$ cat src/rtl/aes_pkg.sv
// Shared definitions for the AES block-chaining front end: block geometry,
// FSM state encoding and word-lane helpers.
package aes_pkg;

    localparam int unsigned AES_BLK_W     = 128;
    localparam int unsigned WORDS_PER_BLK = 4;
    localparam int unsigned WORD_W        = AES_BLK_W / WORDS_PER_BLK;

    typedef enum logic [2:0] {
        S_IDLE,
        S_COLLECT,
        S_LOAD,
        S_WAIT,
        S_DRAIN
    } aes_state_t;

    typedef logic [AES_BLK_W-1:0]               aes_blk_t;
    typedef logic [WORD_W-1:0]                  aes_word_t;
    typedef logic [$clog2(WORDS_PER_BLK)-1:0]   word_idx_t;

    localparam word_idx_t LAST_IDX = word_idx_t'(WORDS_PER_BLK - 1);

    // Word 0 is the most significant lane of the block.
    function automatic aes_word_t blk_word(input aes_blk_t blk, input word_idx_t idx);
        return blk[AES_BLK_W - 1 - WORD_W * idx -: WORD_W];
    endfunction

    function automatic aes_blk_t put_word(input aes_blk_t blk, input word_idx_t idx,
                                          input aes_word_t word);
        aes_blk_t r;
        r = blk;
        r[AES_BLK_W - 1 - WORD_W * idx -: WORD_W] = word;
        return r;
    endfunction

endpackage

$ cat src/rtl/aes_cbc_chain.sv
// ECB/CBC chaining wrapper around an external AES core: gathers 32-bit words
// into blocks, applies the chaining XORs and streams the result back out.
module aes_cbc_chain
    import aes_pkg::*;
#(
    parameter int unsigned CNT_W = 16
) (
    input  logic             mclk,
    input  logic             rst_n,
    input  logic             cfg_mode,
    input  logic             cfg_dir,
    input  logic [127:0]     cfg_iv,
    input  logic             iv_ld,
    input  logic             in_valid,
    output logic             in_ready,
    input  logic [31:0]      in_data,
    output logic             out_valid,
    input  logic             out_ready,
    output logic [31:0]      out_data,
    output logic             core_ld,
    output logic [127:0]     core_text_in,
    input  logic             core_done,
    input  logic [127:0]     core_text_out,
    output logic [CNT_W-1:0] blk_cnt,
    output logic             idle
);

    aes_state_t       state, state_nxt;
    word_idx_t        word_idx;
    aes_blk_t         blk_q;
    aes_blk_t         blk_nxt;
    aes_blk_t         chain_q;
    aes_blk_t         result_q;
    aes_blk_t         text_in_q;
    logic             mode_q;
    logic             dir_q;
    logic [CNT_W-1:0] blk_cnt_q;
    logic             in_acc;
    logic             out_acc;

    assign in_acc  = in_valid && in_ready;
    assign out_acc = out_valid && out_ready;
    assign blk_nxt = put_word(blk_q, word_idx, in_data);

    always_ff @(posedge mclk or negedge rst_n) begin
        if (!rst_n) begin
            state <= S_IDLE;
        end else begin
            state <= state_nxt;
        end
    end

    always_comb begin
        state_nxt = state;
        case (state)
            S_IDLE:    if (in_acc) state_nxt = S_COLLECT;
            S_COLLECT: if (in_acc && word_idx == LAST_IDX) state_nxt = S_LOAD;
            S_LOAD:    state_nxt = S_WAIT;
            S_WAIT:    if (core_done) state_nxt = S_DRAIN;
            S_DRAIN:   if (out_acc && word_idx == LAST_IDX) state_nxt = S_IDLE;
            default:   state_nxt = S_IDLE;
        endcase
    end

    // in_ready is gated by rst_n so it stays low for the whole reset pulse.
    always_comb begin
        in_ready  = 1'b0;
        out_valid = 1'b0;
        core_ld   = 1'b0;
        idle      = 1'b0;
        out_data  = '0;
        case (state)
            S_IDLE: begin
                in_ready = rst_n;
                idle     = !iv_ld;
            end
            S_COLLECT: in_ready = rst_n;
            S_LOAD:    core_ld = 1'b1;
            S_DRAIN: begin
                out_valid = 1'b1;
                out_data  = blk_word(result_q, word_idx);
            end
            default: ;
        endcase
    end

    always_ff @(posedge mclk or negedge rst_n) begin
        if (!rst_n) begin
            word_idx  <= '0;
            blk_q     <= '0;
            chain_q   <= '0;
            result_q  <= '0;
            text_in_q <= '0;
            mode_q    <= 1'b0;
            dir_q     <= 1'b0;
            blk_cnt_q <= '0;
        end else begin
            case (state)
                S_IDLE: begin
                    if (iv_ld) begin
                        chain_q   <= cfg_iv;
                        blk_cnt_q <= '0;
                    end
                    if (in_acc) begin
                        blk_q    <= blk_nxt;
                        word_idx <= word_idx + word_idx_t'(1);
                        mode_q   <= cfg_mode;
                        dir_q    <= cfg_dir;
                    end
                end
                S_COLLECT: begin
                    if (in_acc) begin
                        blk_q    <= blk_nxt;
                        word_idx <= word_idx + word_idx_t'(1);
                        if (word_idx == LAST_IDX) begin
                            text_in_q <= (mode_q && !dir_q) ? (blk_nxt ^ chain_q) : blk_nxt;
                        end
                    end
                end
                S_WAIT: begin
                    // blk_q still holds the ciphertext needed as next decrypt chain.
                    if (core_done) begin
                        result_q <= (mode_q && dir_q) ? (core_text_out ^ chain_q) : core_text_out;
                        if (mode_q) begin
                            chain_q <= dir_q ? blk_q : core_text_out;
                        end
                    end
                end
                S_DRAIN: begin
                    if (out_acc) begin
                        word_idx <= word_idx + word_idx_t'(1);
                        if (word_idx == LAST_IDX) begin
                            blk_cnt_q <= blk_cnt_q + CNT_W'(1);
                        end
                    end
                end
                default: ;
            endcase
        end
    end

    assign core_text_in = text_in_q;
    assign blk_cnt      = blk_cnt_q;

endmodule

$ cat config.mk
export PLATFORM = sky130hd
export DESIGN_NAME = aes_cbc_chain
export DESIGN_NICKNAME = d
export VERILOG_FILES = /design/src/rtl/aes_pkg.sv /design/src/rtl/aes_cbc_chain.sv
export SDC_FILE = /design/constraint.sdc
export NUM_CORES = 1
export LEC_CHECK = 0
export BUFFER_PORTS_ARGS = -buffer_cell sky130_fd_sc_hd__buf_2
export CAP_MARGIN = 10
export CORE_MARGIN = 2
export CORE_UTILIZATION = 30
export DETAILED_ROUTE_END_ITERATION = 10
export SLEW_MARGIN = 20
export SYNTH_ARGS = -nofsm -noshare
export SYNTH_HDL_FRONTEND = slang
export SYNTH_SLANG_ARGS = --single-unit
$ cat constraint.sdc
create_clock -name mclk -period 5.2 [get_ports mclk]
set_clock_uncertainty 0.2 [all_clocks]
set_input_delay 1.04 -clock mclk [delete_from_list [all_inputs] [get_ports mclk]]
set_output_delay 1.04 -clock mclk [all_outputs]
set_load 0.1 [all_outputs]
After elaboration in Yosys (flattened, before gate mapping)
Index checks and enable logic that the tools add are counted.
{ "classes": {"bitwise": 2, "n_shift": 3, "n_eq_ne": 14, "n_reduce_logical": 21, "n_addsub": 4, "muxes": 25} }
{ "op_table": {"columns": ["operator", "count"], "rows": [
  ["$mux W128", 6],
  ["$pmux W128 S2", 1],
  ["$xor A128 B128 Y128", 2],
  ["$shift A32 B34 Y159 const A", 1],
  ["$shiftx A159 B33 Y32", 1],
  ["$shiftx A32 B34 Y159", 1],
  ["$bwmux W128", 1],
  ["$mux W16", 3],
  ["$neg A32 Y34", 1],
  ["$mux W32", 1],
  ["$pmux W16 S2", 1],
  ["$add A16 B1 Y16 const B", 1],
  ["$ne A2 B2 Y1 const B", 8],
  ["$pmux W3 S5", 1],
  ["$mux W3", 4],
  ["$reduce_and A4 Y1", 3],
  ["$sub A7 B7 Y8 const A", 1],
  ["$eq A3 B2 Y1 const B", 2],
  ["$logic_and A1 B1 Y1", 6],
  ["$reduce_and A2 Y1", 3],
  ["$reduce_and A3 Y1", 2],
  ["$reduce_bool A2 Y1", 3],
  ["$mux W1", 4],
  ["$mux W2", 2],
  ["other kinds (9)", 10]
]} }
{ "word_totals": {"input_bits": 296, "out_inout_bits": 180, "wordCells": 78, "register_bits": 535} }

Depth between registers and ports, before layout
Gate-level depths: netlist of the first run.
{ "depth": {"word_depth": 7, "mapped_depth": 10, "ltp_nobuf": 6} }

Worst setup path after synthesis of the first run
OpenSTA, ideal clock, no wires.
{ "synth_timing": {"kind": "input-to-output", "from": "in iv_ld", "to": "out idle", "required_ps": 3960, "path_buffers": 0, "arrival_time_ps": 3858, "path_stages": 1, "setup_slack_ps": 102, "cell_sequence": "nor4_1"} }
{ "synth_via": {"elab_chain_cells": 2} }
{ "synth_lines": {"columns": ["item", "line_no", "source"], "rows": [
  ["from (decl)", "aes_cbc_chain.sv:13", "input logic iv_ld,"],
  ["$logic_not A1 Y1", "aes_cbc_chain.sv:75", "idle = !iv_ld;"],
  ["$mux W1", "aes_cbc_chain.sv:72", "case (state)"],
  ["to (decl)", "aes_cbc_chain.sv:25", "output logic idle"]
]} }
Every way passes these cells.

Final worst setup path of the first run
{ "layout_timing": {"from": "reg state[2]", "to": "out out_data[12]"} }
{ "layout_via": {"elab_chain_cells": 2} }
{ "layout_lines": {"columns": ["item", "line_no", "source"], "rows": [
  ["from (decl)", "aes_cbc_chain.sv:28", "aes_state_t state, state_nxt;"],
  ["from (signal assigned)", "aes_cbc_chain.sv:49", "state <= state_nxt;"],
  ["$eq A3 B3 Y1", "aes_cbc_chain.sv:72", null],
  ["$mux W32", "aes_cbc_chain.sv:72", null],
  ["to (decl)", "aes_cbc_chain.sv:19", "output logic [31:0] out_data,"]
]} }
Every way passes these cells.

==> impl_summary.log, run 1 <==
[metrics] RSZ-0062 raised after global routing: no
[metrics] met1 usage in global routing: between 30% and 40%
[metrics] Post-synth EDFFs: 0
[metrics] fraction of power consumed by the clock network: between 20% and 30%
[metrics] area growth from synthesis to final layout: 20.6%
[metrics] worst reg2reg startpoint: word_idx[0]
[metrics] placeable core area: 0.0915 mm²
[metrics] Crit Path Category: flip-flop to output port
[metrics] count of instances resized after the clock tree is built: 0
[metrics] post-detailed-placement cell area: 0.0310 mm²
[metrics] y dimension of the die: 308 µm
[metrics] number of routed nets with antenna violations: 0
[metrics] sequential-to-total area share from yosys stat: 48.4%
[metrics] final total negative setup slack: 0 ns
[metrics] first element of the critical path: state[2]
[metrics] Placed Instances: 4589
[metrics] clock buffer depth: 3
[metrics] total wirelength of the detailed-routed design: slightly above 100000 µm
[metrics] most numerous cell in the Yosys netlist: sky130_fd_sc_hd__nand2_1
[metrics] gp weighted congestion: approximately 0.86
[metrics] predominant post-synthesis flop cell: sky130_fd_sc_hd__dfrtp_1
[metrics] share of layout cells above drive strength 1: a little under a fifth
[metrics] antenna violations before repair: 24
[metrics] total setup buffers inserted after CTS: 0
[metrics] top-area cell type share of the netlist area: 48.4%
[metrics] Detailed Place HPWL: 69200 µm
[metrics] Die X-Extent: 308 µm
[metrics] count of clock tree sinks: 535
[metrics] non-filler cells, final: around 4700
[metrics] post-detailed-route DRC marker count: 0
[metrics] Detailed Route Iter0 Violations: roughly 2100
[metrics] largest cells by area after synthesis: sky130_fd_sc_hd__dfrtp_1 (48%), sky130_fd_sc_hd__nand2_1 (8.9%), sky130_fd_sc_hd__a21oi_1 (7.2%)
[metrics] combinational share of power: around 49%
[metrics] Avg Vias per Cell: 4.91
[metrics] count of max-cap constraint violations: 0
[metrics] Cell Area, Synth: 0.0277 mm²
[metrics] data arrival time of the worst path: about 3.2 ns
[metrics] flops & latches, synth: 535
[metrics] I/O pins: 476
[metrics] Flop pwr share: between 30% and 40%
[metrics] Max-Slew Margin vs Limit: 17.0%
[metrics] peak supply drop: 0.000473 V
[metrics] worst hold path class: primary input to async pin
[metrics] highest net fanout along the worst path: 17
[metrics] library cell occupying the most area in the post-synthesis netlist: sky130_fd_sc_hd__dfrtp_1
[metrics] total global-route track usage: 21.1%
[metrics] final clock period utilization by the worst path: 84.9%
[metrics] post-route cell area: 0.0334 mm²
[metrics] Port Buffer Count: about 480
[metrics] GRT met3 Usage: 4.17%
[metrics] clock tree from TritonCTS: done
[metrics] Data required, critical path: 3.96 ns
[metrics] Min Clock Period, post-route: 4.41 ns
[metrics] P_int: 12.7 mW
[metrics] Critical Path Source Type: flip-flop
[metrics] nets in the synthesized netlist: 3429
[metrics] final-report setup violation count: 0
[metrics] post-synth cell types: 50
[metrics] net total in the final layout: about 3800
[metrics] number of buffers added by the clock tree synthesis step: 68
[metrics] measured slew at the worst slew-check pin: roughly 1.2 ns
[metrics] final max-slew violation count: 0
[metrics] # H-tree levels: 3
[metrics] die area: around 0.095 mm²
[metrics] max frequency: 227 MHz
[metrics] net load switching power: 12.2 mW
[metrics] final hold violation count: 0
[metrics] via count of the first global-routing pass: 22200
[metrics] power density relative to cell area: 747 mW/mm²
[metrics] warnings from Yosys: 0
[metrics] initial standard-cell utilization of the core: 30.2%
[metrics] first-pass GRT wire length: roughly 150000 µm
[metrics] Clk pin slew, worst setup/hold paths: 0.06 ns
[metrics] Routed wire per std cell: between 20 and 25 µm
[metrics] Post-Syn Area per Cell: 8.84 µm²
[metrics] total number of vias: 23200
[metrics] global route overflow: 0
[metrics] Async SR Flop Fraction: 100%
[metrics] source-to-sink clock delay at the later pin of the worst-skew pair: between 0.6 and 0.7 ns
[metrics] num rows: 111
[metrics] Root Buffer: sky130_fd_sc_hd__clkbuf_16
[metrics] most numerous cell types in the synthesized netlist: sky130_fd_sc_hd__nand2_1 (655), sky130_fd_sc_hd__dfrtp_1 (535), sky130_fd_sc_hd__a21oi_1 (396), sky130_fd_sc_hd__o21ai_0 (351), sky130_fd_sc_hd__nor2_1 (265)
[metrics] leakage power summed over all cells: 15.0 nW
[metrics] drt first pass iters: 6
[metrics] pin count of the biggest net entering global routing: between 200 and 300
[metrics] Core Util, Final: between 30% and 40%
[metrics] run status: finished clean
[metrics] Cells after Synth: 3128
[metrics] number of buffers added to fix hold violations after cts: 0
[metrics] critical path capture point type: output port
[metrics] met2 track demand over resource in global routing: 30.2%
[metrics] Most Crowded Layer GR: met1
[metrics] switching share of power: 49.0%
state kept, by name (all words and copies together) (netlist names):
| signal | flops |
|---|---|
| word_idx | 2 |
| state | 3 |
| blk_cnt | 16 |
| core_text_in | 128 |
| mode_q | 1 |
| chain_q | 128 |
| result_q | 128 |
| dir_q | 1 |
| blk_q | 128 |
critical path, cell delays in order (launching register included):
cell and delay, ns:
sky130_fd_sc_hd__dfrtp_1 0.65, sky130_fd_sc_hd__or3b_2 0.54, sky130_fd_sc_hd__inv_1 0.47, sky130_fd_sc_hd__buf_4 0.30, sky130_fd_sc_hd__and2_1 0.16, sky130_fd_sc_hd__buf_2 0.42
path summary, 6_finish.rpt:
check | endpoint | slack, ns | cells after the start
min in group mclk | core_text_in[83] | 0.27 | 2
hold reg to reg | core_text_in[83] | 0.27 | 2
max in group asynchronous | chain_q[99] | 2.83 | 3
hold / removal | chain_q[28] | 0.12 | 1
setup / recovery | out_data[12] | 0.79 | 5
setup reg to reg | core_text_in[8] | 1.48 | 6
cells by family after synthesis:
kind of cell / count (synthesis) / synth area share [%]
adder cells (fa/ha/maj): 5 / 0.226
buffers and inverters: 237 / 3.78
AND/OR/NAND/NOR: 1125 / 17.3
AO/OA/AOI/OAI: 801 / 14.7
multiplexers: 165 / 7.44
XOR/XNOR: 260 / 8.23
flip-flops: 535 / 48.4
per-stage QoR:
step	total power, mW	setup slack, ns	hold slack (ns)
2_1_floorplan	16.7	0.102	0.245
3_5_place_dp	20.0	1.37	0.265
6_report	24.9	0.785	0.115
5_1_grt	26.5	0.621	0.110
4_1_cts	25.1	0.722	0.0961
3_3_place_gp	19.8	1.43	0.257
cell usage in the layout, fill, tap and decap left out, types with 4 or more instances in the layout:
cell,synthesis,routed
sky130_fd_sc_hd__nand2_1,655,655
sky130_fd_sc_hd__dfrtp_1,535,532
sky130_fd_sc_hd__buf_2,44,474
sky130_fd_sc_hd__a21oi_1,396,396
sky130_fd_sc_hd__o21ai_0,351,351
sky130_fd_sc_hd__nor2_1,265,265
sky130_fd_sc_hd__xnor2_1,132,132
sky130_fd_sc_hd__mux2i_1,129,129
sky130_fd_sc_hd__xor2_1,128,128
sky130_fd_sc_hd__nor2b_1,125,124
sky130_fd_sc_hd__clkbuf_16,0,70
sky130_fd_sc_hd__o21ai_1,39,39
sky130_fd_sc_hd__and2_1,34,33
sky130_fd_sc_hd__mux4_2,32,32
sky130_fd_sc_hd__diode_2,0,18
sky130_fd_sc_hd__buf_4,13,16
sky130_fd_sc_hd__buf_12,0,13
sky130_fd_sc_hd__clkbuf_8,0,12
sky130_fd_sc_hd__clkbuf_1,152,12
sky130_fd_sc_hd__clkinv_2,0,12
sky130_fd_sc_hd__nand3_1,10,9
sky130_fd_sc_hd__inv_1,8,8
sky130_fd_sc_hd__bufinv_16,0,8
sky130_fd_sc_hd__and2b_1,4,4
sky130_fd_sc_hd__or4_1,4,4
sky130_fd_sc_hd__mux2_2,4,4
final cells by class:
class	count	area [µm²]
clock buffer	94	1960
tap	1186	1480
multi-input combinational	2356	13300
sequential	535	13400
antenna	18	45.0
timing repair buffer	504	2770
fill	9340	58200
clock inverter	28	389
inverter	8	30.0
metal layers:
metal | part of all wire [%] | wire length [µm]
met4 | 2.5 | 2510
met3 | 7.5 | 7610
met5 | 0.054 | 55
met2 | 42 | 42900
met1 | 48 | 48600
power by group through the flow:
stage	Combinational (mW)	Clock, mW	Sequential [mW]
after detailed placement	12.2	0	7.76
after floorplan	6.26	0	10.4
after CTS	12.3	5.12	7.71
after global placement	12.1	0	7.73
after global routing	13.2	5.29	7.97
final	12.2	5.00	7.73
Note: power is estimated with default switching activity, not from simulation.
==> run 2: changes to the inputs <==
clock period = 4 ns   (was 5.2 ns; I/O delays follow)
==> impl_summary.log, run 2 (synthesized netlist as in run 1, its figures left out) <==
[metrics] final-report setup violation count: 0 (unchanged)
[metrics] Detailed Place HPWL: 70800 µm (was 69200 µm)
[metrics] total number of vias: 23200 (about the same)
[metrics] count of instances resized after the clock tree is built: 0 (unchanged)
[metrics] P_int: 16.5 mW (was 12.7 mW)
[metrics] most frequent cells in the layout: sky130_fd_sc_hd__nand2_1 (655), sky130_fd_sc_hd__dfrtp_1 (532), sky130_fd_sc_hd__buf_2 (459), sky130_fd_sc_hd__a21oi_1 (396), sky130_fd_sc_hd__o21ai_0 (351) (was sky130_fd_sc_hd__nand2_1 (655), sky130_fd_sc_hd__dfrtp_1 (532), sky130_fd_sc_hd__buf_2 (474), sky130_fd_sc_hd__a21oi_1 (396), sky130_fd_sc_hd__o21ai_0 (351))
[metrics] Avg Vias per Cell: 4.90 (was 4.91)
[metrics] final clock period utilization by the worst path: 96.5%
[metrics] clock tree from TritonCTS: done (unchanged)
[metrics] I/O pins: 476 (unchanged)
[metrics] final total negative setup slack: 0 ns (unchanged)
[metrics] run status: finished clean (unchanged)
[metrics] final max-slew violation count: 0 (unchanged)
[metrics] non-filler cells, final: 4732 (was 4729)
[metrics] gp weighted congestion: 0.879 (was 0.860)
[metrics] num rows: 111 (unchanged)
[metrics] area growth from synthesis to final layout: 21.5% (was 20.6%)
[metrics] leakage power summed over all cells: 15.1 nW (was 15.0 nW)
[metrics] pin count of the biggest net entering global routing: 202 (was 258)
[metrics] fraction of power consumed by the clock network: 19.7% (was 20.1%)
[metrics] data arrival time of the worst path: 2.86 ns (was 3.17 ns)
[metrics] die area: 0.0947 mm² (unchanged)
[metrics] most common cell after layout, fill and taps aside: sky130_fd_sc_hd__nand2_1 (unchanged)
[metrics] Port Buffer Count: 475 (unchanged)
[metrics] HP Start: core_text_in[110]
[metrics] Placed Instances: 4601 (was 4589)
[metrics] number of fillers in the final layout: 9268 (was 9340)
[metrics] Clk pin slew, worst setup/hold paths: 0.06 ns (about the same)
[metrics] max frequency: 259 MHz
[metrics] y dimension of the die: 308 µm (unchanged)
[metrics] number of routed nets with antenna violations: 0 (unchanged)
[metrics] Root Buffer: sky130_fd_sc_hd__clkbuf_16 (unchanged)
[metrics] number of buffers added by the clock tree synthesis step: 67 (was 68)
[metrics] peak supply drop: 0.000602 V (was 0.000473 V)
[metrics] Critical Path Source Type: flip-flop (unchanged)
[metrics] multi-input gate area in the final layout: 0.0133 mm² (about the same)
[metrics] net load switching power: 15.7 mW (was 12.2 mW)
[metrics] register area: 0.0134 mm² (unchanged)
[metrics] Overall Power: 32.2 mW (was 24.9 mW)
[metrics] highest net fanout along the worst path: 36 (was 17)
[metrics] count of clock tree sinks: 535 (unchanged)
[metrics] worst reg2reg startpoint: word_idx[1] (was word_idx[0])
[metrics] combinational share of power: 48.8% (was 48.9%)
[metrics] post-detailed-route DRC marker count: 0 (unchanged)
[metrics] count of max-cap constraint violations: 0 (unchanged)
[metrics] final hold violation count: 0 (unchanged)
[metrics] # H-tree levels: 3 (unchanged)
[metrics] Min Clock Period, post-route: around 3.9 ns
[metrics] drt first pass iters: 8 (was 6)
[metrics] initial standard-cell utilization of the core: 30.2% (unchanged)
[metrics] first element of the critical path: state[2] (unchanged)
[metrics] Detailed Route Iter0 Violations: 2031 (was 2070)
[metrics] Flop pwr share: 31.5% (was 31.0%)
[metrics] Core Util, Final: 36.7% (was 36.5%)
[metrics] clock buffer depth: 3 (unchanged)
[metrics] RSZ-0062 raised after global routing: no (unchanged)
[metrics] Die X-Extent: 308 µm (unchanged)
[metrics] measured slew at the worst slew-check pin: 1.00 ns (was 1.24 ns)
[metrics] global route overflow: 0 (unchanged)
[metrics] net total in the final layout: 3786 (was 3774)
[metrics] via count of the first global-routing pass: 22000 (was 22200)
[metrics] share of layout cells above drive strength 1: 19.0% (was 18.9%)
[metrics] worst hold path class: flip-flop to flip-flop (was primary input to async pin)
[metrics] critical path capture point type: output port (unchanged)
[metrics] Max-Slew Margin vs Limit: 33.2% (was 17.0%)
[metrics] Routed wire per std cell: 21.4 µm (was 21.5 µm)
[metrics] total wirelength of the detailed-routed design: 101000 µm (was 102000 µm)
[metrics] worst hold slack: 0.269 ns (was 0.115 ns)
[metrics] total global-route track usage: 21.1% (about the same)
[metrics] Data required, critical path: 3.00 ns (was 3.96 ns)
[metrics] placeable core area: 0.0915 mm² (unchanged)
[metrics] antenna violations before repair: 26 (was 24)
[metrics] Crit Path Category: flip-flop to output port (unchanged)
[metrics] source-to-sink clock delay at the later pin of the worst-skew pair: 0.59 ns (was 0.61 ns)
[metrics] power density relative to cell area: 958 mW/mm² (was 747 mW/mm²)
[metrics] switching share of power: 48.8% (was 49.0%)
[metrics] first-pass GRT wire length: 149000 µm (was 148000 µm)
-- run 2: cell count changes in the layout (fill, tap and decap cells not counted), moves of 2 or more --
cell,previous run,this run
sky130_fd_sc_hd__clkbuf_1,12,15
sky130_fd_sc_hd__buf_2,474,459
sky130_fd_sc_hd__buf_12,13,29
sky130_fd_sc_hd__bufinv_16,8,6
sky130_fd_sc_hd__clkinv_2,12,8
sky130_fd_sc_hd__buf_4,16,27
sky130_fd_sc_hd__clkbuf_8,12,14
sky130_fd_sc_hd__clkinv_8,3,0
sky130_fd_sc_hd__diode_2,18,13
-- run 2: repair_timing --
| item | 4_1_cts | 5_1_grt |
|---|---|---|
| endpoints found under the setup margin | 0 | 0 |
| hold buffers | 1 | 0 |
| hold endpoints to repair | 20 | 0 |
| buffers inserted | 0 | 0 |
-- run 2: area by class of cell --
cell class / count / share of cell area, %
clock inverters: 17 / 0.726
repair buffers: 517 / 9.24
multi-input cells: 2356 / 39.6
well taps: 1186 / 4.41
diodes: 13 / 0.0968
inverters: 8 / 0.0893
flip-flops and latches: 535 / 39.8
clock buffers: 100 / 6.03
-- run 2: metal layers --
metal	global-route usage (%)	share of wire (%)	up-vias
li1	-	-	11100
met2	30.2	42	729
met4	6.93	2.7	20
met1	31.7	48	11200
met3	4.11	6.6	154
met5	0	0.14	-
-- run 2: power by group through the flow --
stage               combinational, mW  clock [mW]  sequential [mW]
floorplan                        8.14           0             13.6
global placement                 15.6           0             10.1
detailed placement               15.8           0             10.2
CTS                              15.9        6.49             10.1
global route                     17.1        6.70             10.5
finish                           15.7        6.34             10.1
-- run 2: path summary, 6_finish.rpt --
path	end	slack, ns	depth (start not counted)
setup / recovery	out_data[6]	0.14	5
hold / removal	core_text_in[110]	0.27	2
setup reg to reg	blk_cnt[15]	0.95	5
hold reg to reg	core_text_in[110]	0.27	2
max in group asynchronous	result_q[109]	1.27	4
min in group asynchronous	result_q[29]	0.45	2
-- run 2: worst max-delay path: stages (launching register included) --
cell	delay [ns]
sky130_fd_sc_hd__dfrtp_1	0.66
sky130_fd_sc_hd__or3b_2	0.54
sky130_fd_sc_hd__inv_1	0.07
sky130_fd_sc_hd__buf_4	0.37
sky130_fd_sc_hd__and2_1	0.19
sky130_fd_sc_hd__buf_2	0.42
-- run 2: metrics by stage --
| stage | area (µm²) | setup WS, ns |
|---|---|---|
| final | 33600 | 0.140 |
| after global routing | 33600 | 0.0131 |
| after CTS | 33600 | 0.0868 |
| after detailed placement | 31300 | 0.730 |
| after global placement | 31300 | 0.763 |
| after floorplan | 27700 | 0.0177 |
